--- config.mk ---
export PLATFORM = sky130hd
export DESIGN_NAME = switch_logic_unit
export DESIGN_NICKNAME = d
export VERILOG_FILES = /design/src/rtl/switch_logic_unit_pkg.sv /design/src/rtl/switch_logic_unit_debounce.sv /design/src/rtl/switch_logic_unit.sv
export SDC_FILE = /design/constraint.sdc
export NUM_CORES = 1
export LEC_CHECK = 0
export ABC_CLOCK_PERIOD_IN_PS = 1900
export CAP_MARGIN = 10
export CELL_PAD_IN_SITES_DETAIL_PLACEMENT = 1
export CELL_PAD_IN_SITES_GLOBAL_PLACEMENT = 1
export CORE_MARGIN = 5
export CORE_UTILIZATION = 35
export DETAILED_ROUTE_END_ITERATION = 12
export PLACE_DENSITY_LB_ADDON = 0.2
export SYNTH_ARGS = -nofsm -noshare
export SYNTH_HDL_FRONTEND = slang
export SYNTH_HIERARCHICAL = 1
export SYNTH_SLANG_ARGS = --single-unit
--- constraint.sdc ---
create_clock -name clk -period 1.9 [get_ports clk]
set_input_delay 0.475 -clock clk [delete_from_list [all_inputs] [get_ports clk]]
set_output_delay 0.475 -clock clk [all_outputs]
set_load 0.02 [all_outputs]
--- src/rtl/switch_logic_unit_pkg.sv ---
// switch_logic_unit_pkg: operator codes and per-bit operator evaluation
package switch_logic_unit_pkg;
  localparam int MODE_W = 3;
  typedef enum logic [MODE_W-1:0] {
    OP_AND      = 3'd0,
    OP_OR       = 3'd1,
    OP_XOR      = 3'd2,
    OP_IMPLIES  = 3'd3,
    OP_NAND     = 3'd4,
    OP_NOR      = 3'd5,
    OP_XNOR     = 3'd6,
    OP_CONVERSE = 3'd7
  } op_e;
  function automatic logic apply_op(input op_e op, input logic a, input logic b);
    apply_op = a & b;
    case (op)
      OP_AND:      apply_op = a & b;
      OP_OR:       apply_op = a | b;
      OP_XOR:      apply_op = a ^ b;
      OP_IMPLIES:  apply_op = ~a | b;
      OP_NAND:     apply_op = ~(a & b);
      OP_NOR:      apply_op = ~(a | b);
      OP_XNOR:     apply_op = ~(a ^ b);
      OP_CONVERSE: apply_op = a | ~b;
      default:     apply_op = a & b;
    endcase
  endfunction
endpackage

--- src/rtl/switch_logic_unit_debounce.sv ---
// switch_debounce: 2-FF synchroniser plus stable-count filter for one raw input
module switch_debounce #(
  parameter int DEBOUNCE_CYCLES = 1000
) (
  input  logic clk,
  input  logic rst,
  input  logic raw,
  output logic clean
);
  localparam int CW = $clog2(DEBOUNCE_CYCLES);
  logic s1_q, s2_q, deb_q;
  logic [CW-1:0] cnt_q;
  always_ff @(posedge clk) begin
    if (rst) begin
      s1_q  <= 1'b0;
      s2_q  <= 1'b0;
      deb_q <= 1'b0;
      cnt_q <= '0;
    end else begin
      s1_q <= raw;
      s2_q <= s1_q;
      if (s2_q == deb_q) begin
        cnt_q <= '0;
      end else if (cnt_q == CW'(DEBOUNCE_CYCLES - 1)) begin
        deb_q <= s2_q;
        cnt_q <= '0;
      end else begin
        cnt_q <= cnt_q + CW'(1);
      end
    end
  end
  assign clean = deb_q;
endmodule

--- src/rtl/switch_logic_unit.sv ---
// switch_logic_unit: debounced switches/button drive a mode-selected bitwise operator onto registered LEDs
module switch_logic_unit
  import switch_logic_unit_pkg::*;
#(
  parameter int WIDTH           = 4,
  parameter int DEBOUNCE_CYCLES = 1000
) (
  input  logic                clk,
  input  logic                rst,
  input  logic [2*WIDTH-1:0]  switch,
  input  logic                btn_mode,
  output logic [WIDTH-1:0]    led,
  output logic [MODE_W-1:0]   mode,
  output logic                led_update
);
  logic [2*WIDTH:0] raw, clean;
  logic [WIDTH-1:0] a, b, led_q, led_d;
  logic [MODE_W-1:0] mode_q, mode_d;
  logic deb_btn, btn_q, upd_q;
  assign raw = {btn_mode, switch};
  for (genvar i = 0; i <= 2 * WIDTH; i++) begin : g_deb
    switch_debounce #(.DEBOUNCE_CYCLES(DEBOUNCE_CYCLES)) u_deb (
      .clk  (clk),
      .rst  (rst),
      .raw  (raw[i]),
      .clean(clean[i])
    );
  end
  assign a       = clean[WIDTH-1:0];
  assign b       = clean[2*WIDTH-1:WIDTH];
  assign deb_btn = clean[2*WIDTH];
  always_comb begin
    mode_d = (deb_btn && !btn_q) ? mode_q + MODE_W'(1) : mode_q;
    led_d  = '0;
    for (int k = 0; k < WIDTH; k++) led_d[k] = apply_op(op_e'(mode_q), a[k], b[k]);
  end
  always_ff @(posedge clk) begin
    if (rst) begin
      mode_q <= '0;
      btn_q  <= 1'b0;
      led_q  <= '0;
      upd_q  <= 1'b0;
    end else begin
      mode_q <= mode_d;
      btn_q  <= deb_btn;
      led_q  <= led_d;
      upd_q  <= (led_d != led_q);
    end
  end
  assign led        = led_q;
  assign mode       = mode_q;
  assign led_update = upd_q;
endmodule

; ---- After elaboration in Yosys (flattened, before gate mapping)
; Index checks and enable logic that the tools add are counted.
[word_totals]
reg_bits = 126
in_bits = 11
out_inout_bits = 8
elab_cells = 150
[op_classes]
addsub = 10
eq_ne = 26
mux = 4
bitwise = 49
reduce_logical = 21
[op_table]
columns = operator, count
row1 = 10-bit by 1-bit adder with 10-bit output (second input constant), 9
row2 = 10-bit equality test (second input constant), 9
row3 = 1-bit case mux with 8 select lines, 4
row4 = 1-bit NOT, 29
row5 = 3-bit OR reduction, 9
row6 = 2-bit AND reduction, 9
row7 = 3-bit equality test (second input constant), 4
row8 = 1-bit bitwise OR, 12
row9 = 1-bit equality test, 9
row10 = 3-bit by 2-bit equality test with 1-bit output (second input constant), 2
row11 = 1-bit AND, 4
row12 = 4-bit inequality test, 1
row13 = 1-bit XOR, 4
row14 = 3-bit by 1-bit adder with 3-bit output (second input constant), 1
row15 = 3-bit by 1-bit equality test with 1-bit output (second input constant), 1
row16 = 3-bit zero test, 1
row17 = 1-bit logical AND, 1
row18 = 1-bit zero test, 1

; ---- Longest topological paths before layout
[depth]
depth_word = 4
ltp_mapped = 9
mapped_depth_nobuf = 7

; ---- By module
; The synthesis kept the hierarchy.
[modules_own_cells]
columns = mod, n_inst, cells_per_inst, area_each_um2, seq_area_each_um2
row1 = switch_debounce, 9, 59, 543.0, 260.2
row2 = switch_logic_unit, 1, 123, 1003.5, 180.2

; ---- Worst setup path before layout
; No wires, ideal clock.
[synth_timing]
path_kind = register to register
from = register mode_q[1] (netlist: mode[1])
to = register upd_q (netlist: led_update)
setup_time_ns = 0.139
arrival_ns = 2.105
slack_ns = -0.344
path_stages_with_launch = 10
path_buffers = 2
path_cell_list = dfxtp_1 -> inv_1 -> ha_1 -> buf_6 -> or3_1 -> clkbuf_2 -> or3_1 -> o211a_1 -> a31oi_1 -> a41oi_1
[synth_via]
elab_chain_len = 3
elab_cells_between_ends = 13
cone_classes = eq/ne: 8 / mux: 4 / reduce/logical: 1
[synth_rtl]
columns = item, line
row1 = from (decl), switch_logic_unit.sv:18  ; logic [MODE_W-1:0] mode_q, mode_d;
row2 = from (signal assigned), switch_logic_unit.sv:44  ; mode_q <= mode_d;
row3 = 3-bit equality test (tied with other cells), switch_logic_unit_pkg.sv:16  ; case (op)
row4 = 1-bit case mux with 8 select lines, switch_logic_unit_pkg.sv:16
row5 = 4-bit inequality test *, switch_logic_unit.sv:47  ; upd_q <= (led_d != led_q);
row6 = to (signal assigned), switch_logic_unit.sv:47
row7 = to (decl), switch_logic_unit.sv:19  ; logic deb_btn, btn_q, upd_q;
; Mark *: on every way between the ends. The rest lies on a longest branch, timed or not.
; A chain may end at the register's enable or synchronous reset.

; ---- Worst setup path in the final report
[layout_timing]
from = register mode_q[0] (netlist: mode[0])
to = register upd_q (netlist: led_update)
; Same word-level chain as after synthesis.

==> flow_summary.toml <==
[run_status]
status = "completed"

[global_route]
grt_overflow_total = 0
grt_use_total_pct = 14.4
grt_max_degree = 46
grt_pass1_wl_mm = 23.5
antenna_found_initial = 0
grt_pass1_vias = 5134

[timing]
fin_ws_ns = 0.0390
setup_viol = 0
finalCritPeriodShare_pct = 97.9
skew_ns = 0.0136
hold_viol_final = 0
max_freq_mhz = 537
fin_crit_ns = 1.86
drv_slew = 0
slew_headroom_pct = 69.2
worst_slew_pin_slew_ns = 0.462
fin_setup_tns_ns = 0
holdWs_ns = 0.437

[drt]
routed_via_density = 5.19
vias = 4914
drt_wl_total_mm = 13.8
ant_nets = 0
first_pass_iters = 4
drc_errors = 0
wl_per_cell_um = 14.6
drt-initial-drc-count = 162

[power]
pwr-share-clk_pct = 56.2
internal_power_mw = 5.07
peakVddDrop_uv = 613
power_leakage_nw = 2.43
pwr-share-seq_pct = 42.1
swShare_pct = 20.2
p_sw_mw = 1.29
power_density_nw_per_um2 = 877
combPwrFrac_pct = 1.7
power_mw = 6.36

[cells_and_area]
multiInputGateArea_sq_um = 3220
area_growth_pct = 23.2
register_area_sq_um = 2530
nFillCells = 1896
drive_gt1_share_pct = 13.6
design_area_sq_um = 7260
final_cell_mix = "122 x dfxtp_1, 64 x nor2_1, 51 x nand2_1"
final_nets = 755
layout_commonest_cell = "dfxtp_1"
utilization_pct = 43.9
n_antenna_cell = 0
stdcell_count = 946

[die]
die_x_um = 140
dieArea_sq_um = 19500
coreArea_sq_um = 16500
die_h_um = 140
ios = 19
rows = 47
start_util_pct = 35.6

[clock_network]
cts_buffer_depth = 2
htree_levels = 4
clk_latency_ns = 0.42
cts_tree = "done"
clkSinkCount = 126
clk_pin_slew_ns = 0.06
postCtsSetupBuffers = 0
cts-buffers-inserted = 17
root_buffer = "clkbuf_16"
ctsHoldBuffers = 0

[synth]
synthArstFlopShare_pct = 0
yosysSeqAreaShare_pct = 42.8
syn_area_per_cell_sq_um = 9.01
synth_area_sq_um = 5890
ys_ff_latch = 126
synth_cell_types = 44
syn_inst = 654
ys.flop_type = "dfxtp_1"
syn_nets = 696
synth_edf_count = 0
yosys_warnings = 6

[place]
dp.cells = 914
portBuffers = 18
hpwl_mm = 9.98
place_ws_ns = -0.0379
gp_congestion = 0.857
place_area_sq_um = 6530

[min_path]
hold_end = "g_deb[2].u_deb/s2_q"
hp-class = "flop to flop"
min_path_cells = 1
worstHoldStart = "g_deb[2].u_deb/s1_q"

[critical_path]
slowest_stage = "dfxtp_4"
crit_arrival_ns = 2.14
worstSetupEndpointType = "flop"
reg2reg_from = "mode[0]"
crit_path_start = "mode[0]"
worst_ep_required_time_ns = 2.18
worst_r2r_endpoint = "led_update"
crit_path_cell_trace = "inv_1, ha_2, buf_4, o2bb2ai_1, a22o_1, o31a_1, a31oi_2, a41oi_1"
rrSetupSlack_ns = 0.04
critPathMaxFanout = 6
crit_path_start_kind = "flop"
ff2ff_path_depth = 8
worst-setup-path-type = "flop to flop"
cp_slowest_stage_delay_ns = 0.37

[job]
cap_violations = 0
critical path, delay by kind of cell, from the launching register on:
kind                     cells  cell delay [ns]
adder cells (fa/ha/maj)      1             0.20
flip-flops                   1             0.37
buffers and inverters        2             0.23
AO/OA/AOI/OAI                5             0.92
cell type report:
cell class              count  area share (%)
inverters                  54            2.79
repair buffers             44            5.16
multi-input cells         470            44.3
clock buffers              18            6.05
flip-flops and latches    126            34.9
clock inverters            14            2.98
well taps                 220            3.79
cells in the mapped netlist (12+ instances only):
cell type	n	area, sq um
nor2_1	64	240
or3_1	30	188
ha_1	31	388
or4_1	27	203
xor2_1	27	236
o21ai_0	30	150
a21oi_1	47	235
xnor2_1	12	105
a221oi_1	12	105
nor2b_1	22	138
nand3_1	19	95.1
dfxtp_1	126	2520
o31ai_1	27	203
nand2_1	51	191
inv_1	45	169
cells by family after synthesis:
family | count (synthesis) | synth area share, %
AND/OR/NAND/NOR | 252 | 23.3
AO/OA/AOI/OAI | 147 | 17.4
flip-flops | 126 | 42.8
buffers and inverters | 58 | 3.91
XOR/XNOR | 39 | 5.80
adder cells (fa/ha/maj) | 31 | 6.58
multiplexers | 1 | 0.191
worst max path at each step:
stage	end	slack, ns	cells past startpoint
global placement	led_update	0.01	7
detailed placement	led_update	-0.04	7
global route	led_update	-0.02	8
finish	led_update	0.04	8
CTS	led_update	0.005	8
floorplan	led_update	-0.11	9
routing by layer:
metal / GRT usage, % / wire length (um) / vias up / share of wire [%]
met5: 0 / 0 / - / 0
met4: 6.22 / 213 / 0 / 1.5
met3: 3.29 / 296 / 15 / 2.1
met2: 25.8 / 7290 / 44 / 53
met1: 16.2 / 6030 / 2377 / 44
li1: - / - / 2478 / -
registers in the layout, indices dropped and copies added, names as in the netlist:
| register | flops |
|---|---|
| mode | 3 |
| g_deb.u_deb/clean | 9 |
| g_deb.u_deb/s1_q | 9 |
| led_update | 1 |
| btn_q | 1 |
| g_deb.u_deb/cnt_q | 90 |
| led | 4 |
| g_deb.u_deb/s2_q | 9 |
timing repair:
action                                  in CTS  in global routing
pin swaps                                    1                  3
resized for setup                           11                 14
endpoints found under the setup margin       8                  1
power groups by stage:
stage	combinational, mW	clock (mW)	sequential, mW
floorplan	0.0513	0	2.73
global placement	0.105	0	2.73
detailed placement	0.110	0	2.74
CTS	0.111	3.68	2.68
global route	0.121	3.81	2.68
finish	0.109	3.58	2.68
Note: power is estimated with default switching activity, not from simulation.
==> variant 1: new RTL, same flow settings <==
The output `led_update` loses its register stage (`upd_q` becomes a continuous assignment).
--- a/src/rtl/switch_logic_unit.sv
+++ b/src/rtl/switch_logic_unit.sv
@@ -39,14 +39,14 @@
       mode_q <= '0;
       btn_q  <= 1'b0;
       led_q  <= '0;
-      upd_q  <= 1'b0;
     end else begin
       mode_q <= mode_d;
       btn_q  <= deb_btn;
       led_q  <= led_d;
-      upd_q  <= (led_d != led_q);
     end
   end
+
+  assign upd_q = (led_d != led_q);
   assign led        = led_q;
   assign mode       = mode_q;
   assign led_update = upd_q;
Behaviour: no difference found for any inputs over 10 cycles, from zero or initial values and one cycle with rst high; that may be too few to reach the edited logic, so the function may still have changed.
==> variant 1 against the original RTL <==
Synthesized cell count is 0.31% lower; routed wire length is 0.13% higher; utilization is 0.72 points higher; setup slack worse by 1.1 ns; the flow now finishes with violations (setup timing); cell area is 2.0% higher; clock power is 10% lower; sequential cell count is 1 lower; power is 6.1% lower; via count is 3.0% higher; combinational power hardly changed; critical path type is now register to output port; area after synthesis is 0.11% higher.
==> variant 1: results (changes against the original RTL) <==
.. list-table::
   :header-rows: 1

   * - Metric
     - Value
   * - Result of the run
     - finished with violations
   * - Violated checks
     - setup timing
   * - Lkg Pwr
     - 2.54 nW (+4.2%)
   * - Hold path startpoint
     - rst
   * - Buffers outside the clock class
     - 71 (+61%)
   * - Non-clock inverter instance count of the final layout
     - 53 (-1.9%)
   * - Nets
     - 780 (+3.3%)
   * - Pre-CTS setup slack
     - -1.28 ns (-1.24 ns)
   * - PnR worst setup slack
     - -1.08 ns (-1.11 ns)
   * - Fillers
     - 1935 (+2.1%)
   * - Number of cells on the worst hold path
     - 2 (+1)
   * - Final number of setup-violating endpoints
     - 1 (+1)
   * - Arrival time of data at the critical path endpoint
     - 2.50 ns (+0.36 ns)
   * - Category of cells accounting for the largest share of critical-path delay
     - simple AND/OR/NAND/NOR gates
   * - Rel. slew slack
     - 58.6% (-11 points)
   * - Worst stage delay on the critical path
     - 0.53 ns (+0.16 ns)
   * - Detailed-placement wirelength estimate
     - 10300 um (+3.0%)
   * - Iteration-0 DRC count of the detailed router
     - 114 (-30%)
   * - Non-clock buffering overhead in the final layout
     - 7.81% (+2.7 points)
   * - Sequential cell count
     - 125 (-0.79%)
   * - Endpoint of the worst register-to-register path
     - g_deb[1].u_deb/cnt_q[3]
   * - Cells on worst reg2reg path
     - 4 (-4)
   * - Worst reg2reg startpoint
     - g_deb[1].u_deb/cnt_q[0]
   * - Final clock skew
     - 0.0101 ns (-0.00347 ns)
   * - Worst Hold End
     - g_deb[0].u_deb/s1_q
   * - Area of the multi-input gates
     - 0.00324 mm2 (+0.86%)
   * - Internal reg-to-reg setup slack
     - 0.18 ns (+0.14 ns)
   * - Aggregate negative setup slack
     - -1.08 ns (-1.08 ns)
   * - Synth top cells by count
     - sky130_fd_sc_hd__dfxtp_1 (125), sky130_fd_sc_hd__nor2_1 (61), sky130_fd_sc_hd__nand2_1 (50)
   * - Clk cell area share
     - 7.94% (-1.1 points)
   * - Largest net degree at the start of global routing
     - 25 (-46%)
   * - Clock buffer count
     - 25 (+7)
   * - Distinct cells, synth
     - 47 (+6.8%)
   * - Path class of the lowest-slack min-delay path
     - primary input to register
   * - Sequential element share of the synthesized area
     - 42.4% (-0.38 points)
-- variant 1: timing repair --
| item | 4_1_cts | 5_1_grt |
|---|---|---|
| pin swaps | 5 | 3 |
| resized for setup | 31 | 8 |
| endpoints found under the setup margin | 8 | 1 |
| setup buffers | 1 | 1 |
-- variant 1: cell families (layout without fill, tap and decap cells) --
family / after synthesis / count (layout) / synth area share (%)
compound gates: 147 / 147 / 17.2
xor+xnor: 37 / 37 / 5.50
fa+ha+maj: 31 / 31 / 6.58
buf+inv: 57 / 155 / 3.90
flops: 125 / 125 / 42.4
mux: 2 / 2 / 0.361
simple gates: 253 / 253 / 24.0
-- variant 1: how the worst max path moves through the flow --
stage,start,to,slack (ns),depth (start not counted)
floorplan,mode[1],led_update,-0.67,8
global placement,mode[1],led_update,-1.16,8
detailed placement,mode[1],led_update,-1.28,8
CTS,g_deb[4].u_deb/clean,led_update,-1.10,9
global route,mode[1],led_update,-1.18,9
finish,mode[0],led_update,-1.08,10
-- variant 1: power by group --
group          internal [mW]  leakage, nW  switching [mW]
registers               2.64         1.02          0.0128
logic                 0.0522         1.23          0.0571
clock network           2.09        0.289            1.12
-- variant 1: metrics by stage --
stage	cells	cell area, um2	hold slack (ns)	utilization, %
after global routing	970	7400	0.365	44.6
after detailed placement	937	6720	0.433	40.5
after global placement	937	6720	0.422	40.5
final	970	7400	0.378	44.6
after CTS	969	7360	0.364	44.4
after floorplan	652	5910	0.414	-
-- variant 1: routing by layer --
metal  wire length, um  GRT usage, %  vias to the layer above  part of all wire, %
li1                  -             -                     2529                    -
met1              5980          16.0                     2485                   43
met2              7400          27.3                       38                   53
met3               343          4.22                       11                  2.5
met4               125          4.49                        0                 0.90
met5                 0             0                        -                    0
==> variant 2: new RTL, same settings <==
Made on the original files. `DEBOUNCE_CYCLES` is set to 1000 in 2 places; all go to 500.
--- a/src/rtl/switch_logic_unit_debounce.sv
+++ b/src/rtl/switch_logic_unit_debounce.sv
@@ -1,6 +1,6 @@
 // switch_debounce: 2-FF synchroniser plus stable-count filter for one raw input
 module switch_debounce #(
-  parameter int DEBOUNCE_CYCLES = 1000
+  parameter int DEBOUNCE_CYCLES = 500
 ) (
   input  logic clk,
   input  logic rst,
--- a/src/rtl/switch_logic_unit.sv
+++ b/src/rtl/switch_logic_unit.sv
@@ -3,7 +3,7 @@
   import switch_logic_unit_pkg::*;
 #(
   parameter int WIDTH           = 4,
-  parameter int DEBOUNCE_CYCLES = 1000
+  parameter int DEBOUNCE_CYCLES = 500
 ) (
   input  logic                clk,
   input  logic                rst,
Check against the original RTL: no difference found for any inputs over 10 cycles, from zero or initial values and one cycle with rst high; that may be too few to reach the edited logic, so the function may still have changed.
==> variant 2 against the original RTL <==
Synthesized cell count shrank 5.5%; critical path type unchanged; routed wire length shrank 9.2%; setup slack lost 0.020 ns; area after synthesis shrank 2.5%; non-clock buffer count shrank 3; largest cell class unchanged; highest routed layer unchanged; final cell count shrank 4.5%; cell area shrank 3.0%; sequential cell count shrank 9; power shrank 7.9%.
==> variant 2: results (changes against the original RTL) <==
.. list-table::
   :header-rows: 1

   * - Metric
     - Value
   * - Non-clock buffering overhead in the final layout
     - 5.05% (-0.11 points)
   * - Share of post-route cells with drive strength above 1
     - 14.4% (+0.77 points)
   * - Buffers outside the clock class
     - 41 (-6.8%)
   * - Clock buffer count
     - 20 (+2)
   * - Number of buffers between clock root and the deepest sink
     - 2 (unchanged)
   * - Category of cells accounting for the largest share of critical-path delay
     - compound AO/OA/AOI/OAI gates
   * - Routed via count
     - 4481 (-8.8%)
   * - Global placer's final weighted congestion
     - 0.800 (-6.7%)
   * - Flip-flop count of the largest register, all copies and words added
     - 81 (-10%)
   * - Number of cells on the worst hold path
     - 1 (unchanged)
   * - Synth top cells by count
     - sky130_fd_sc_hd__dfxtp_1 (117), sky130_fd_sc_hd__inv_1 (63), sky130_fd_sc_hd__nor2_1 (55)
   * - Sequential element share of the synthesized area
     - 40.8% (-2.0 points)
   * - Result of the run
     - finished, final reports clean
   * - Sequential cell area share
     - 33.4% (-1.5 points)
   * - Arrival time of data at the critical path endpoint
     - 2.16 ns (+0.02 ns)
   * - Distinct cells, synth
     - 40 (-9.1%)
   * - Final clock skew
     - 0.00630 ns (-0.00728 ns)
   * - Iteration-0 DRC count of the detailed router
     - 144 (-11%)
   * - Nets in the synthesized netlist
     - 669 (-3.9%)
   * - Via count of the first global-routing pass
     - 4726 (-7.9%)
   * - Largest net degree at the start of global routing
     - 46 (unchanged)
   * - Top cells by area in the synthesized netlist
     - sky130_fd_sc_hd__dfxtp_1 (41%), sky130_fd_sc_hd__ha_1 (8.7%), sky130_fd_sc_hd__nand4bb_4 (4.3%), sky130_fd_sc_hd__inv_1 (4.1%), sky130_fd_sc_hd__nand4_2 (3.9%)
   * - Average wire per standard cell
     - 13.9 um (-4.8%)
   * - Sequential cell count
     - 117 (-7.1%)
   * - Multi-Input Combinational
     - 434 (-7.7%)
   * - Peak supply drop
     - 0.567 mV (-7.5%)
   * - Global-route wire length before repair
     - 21500 um (-8.8%)
   * - Post-place instance area
     - 0.00632 mm2 (-3.1%)
   * - Detailed-placement wirelength estimate
     - 9240 um (-7.4%)
   * - Measured slew at the worst slew-check pin
     - 0.555 ns (+0.0932 ns)
   * - Area of the multi-input gates
     - 0.00321 mm2 (-0.19%)
   * - Nets
     - 725 (-4.0%)
   * - Util after Layout
     - 44.0% (+0.078 points)
   * - Non-clock inverter instance count of the final layout
     - 63 (+17%)
   * - Signed area change from the synthesized netlist to the final layout
     - 22.5%
   * - Sw frac
     - 20.8% (+0.56 points)
   * - Lkg Pwr
     - 2.60 nW (+6.9%)
   * - Sequential cell area in the final layout
     - 0.00235 mm2 (-7.1%)
   * - Clk cell area share
     - 8.67% (-0.36 points)
   * - Fillers
     - 1864 (-1.7%)
   * - Highest-delay cell along the critical path
     - sky130_fd_sc_hd__dfxtp_4
   * - Global router's overall resource usage
     - 13.3% (-1.0 points)
[variant 2: changes by cell type in the layout (fill, tap and decap cells not counted), sizes merged, moves of 11 or more]
| cell | unedited run | this run |
|---|---|---|
| nand2 | 51 | 24 |
| o31ai | 27 | 0 |
| or4 | 27 | 0 |
| inv | 45 | 63 |
| nor3b | 1 | 19 |
| clkinv | 14 | 3 |
[variant 2: timing repair]
action | in CTS | in global routing
hold buffers | 0 | 0
resized for setup | 10 | 13
cloned | 0 | 0
pin swaps | 1 | 7
endpoints found under the setup margin | 8 | 1
setup buffers | 0 | 4
[variant 2: metrics by stage]
stage / std cells / TNS, ns / total power [mW] / setup slack (ns)
6_report: 903 / 0 / 5.86 / 0.0188
3_5_place_dp: 867 / -0.0902 / 2.64 / -0.0902
3_3_place_gp: 867 / -0.00509 / 2.64 / -0.00509
5_1_grt: 903 / -0.0710 / 6.08 / -0.0710
2_1_floorplan: 618 / -0.115 / 2.59 / -0.115
4_1_cts: 899 / 0 / 5.95 / 0.00567
[variant 2: worst paths after layout]
kind                       startpoint             endpoint  slack (ns)
hold reg to reg   g_deb[8].u_deb/s1_q  g_deb[8].u_deb/s2_q        0.44
hold / removal    g_deb[8].u_deb/s1_q  g_deb[8].u_deb/s2_q        0.44
setup / recovery              mode[0]           led_update        0.02
setup reg to reg              mode[0]           led_update        0.02
[variant 2: power groups by stage]
| stage | clock (mW) | sequential [mW] | combinational, mW |
|---|---|---|---|
| 3_3_place_gp | 0 | 2.54 | 0.0915 |
| 6_report | 3.28 | 2.49 | 0.0922 |
| 2_1_floorplan | 0 | 2.54 | 0.0448 |
| 4_1_cts | 3.37 | 2.49 | 0.0957 |
| 5_1_grt | 3.49 | 2.49 | 0.104 |
| 3_5_place_dp | 0 | 2.55 | 0.0948 |
[variant 2: layer usage]
metal | up-vias | share of wire [%] | global-route usage [%]
met3 | 10 | 2.7 | 4.17
met5 | - | 0 | 0
met1 | 2162 | 45 | 15.3
li1 | 2279 | - | -
met4 | 0 | 1.1 | 4.00
met2 | 30 | 51 | 23.7
[variant 2: cell families (layout without fill, tap and decap cells)]
| family | count (synthesis) | count (layout) | share of synthesized area [%] |
|---|---|---|---|
| and+or+nand+nor | 225 | 225 | 25.9 |
| xor gates and xnor gates | 39 | 39 | 5.95 |
| buffers and inverters | 67 | 136 | 4.60 |
| adders and majority gates | 40 | 40 | 8.71 |
| DFF | 117 | 117 | 40.8 |
| AOI/OAI and AO/OA | 129 | 129 | 13.9 |
| muxes | 1 | 1 | 0.196 |
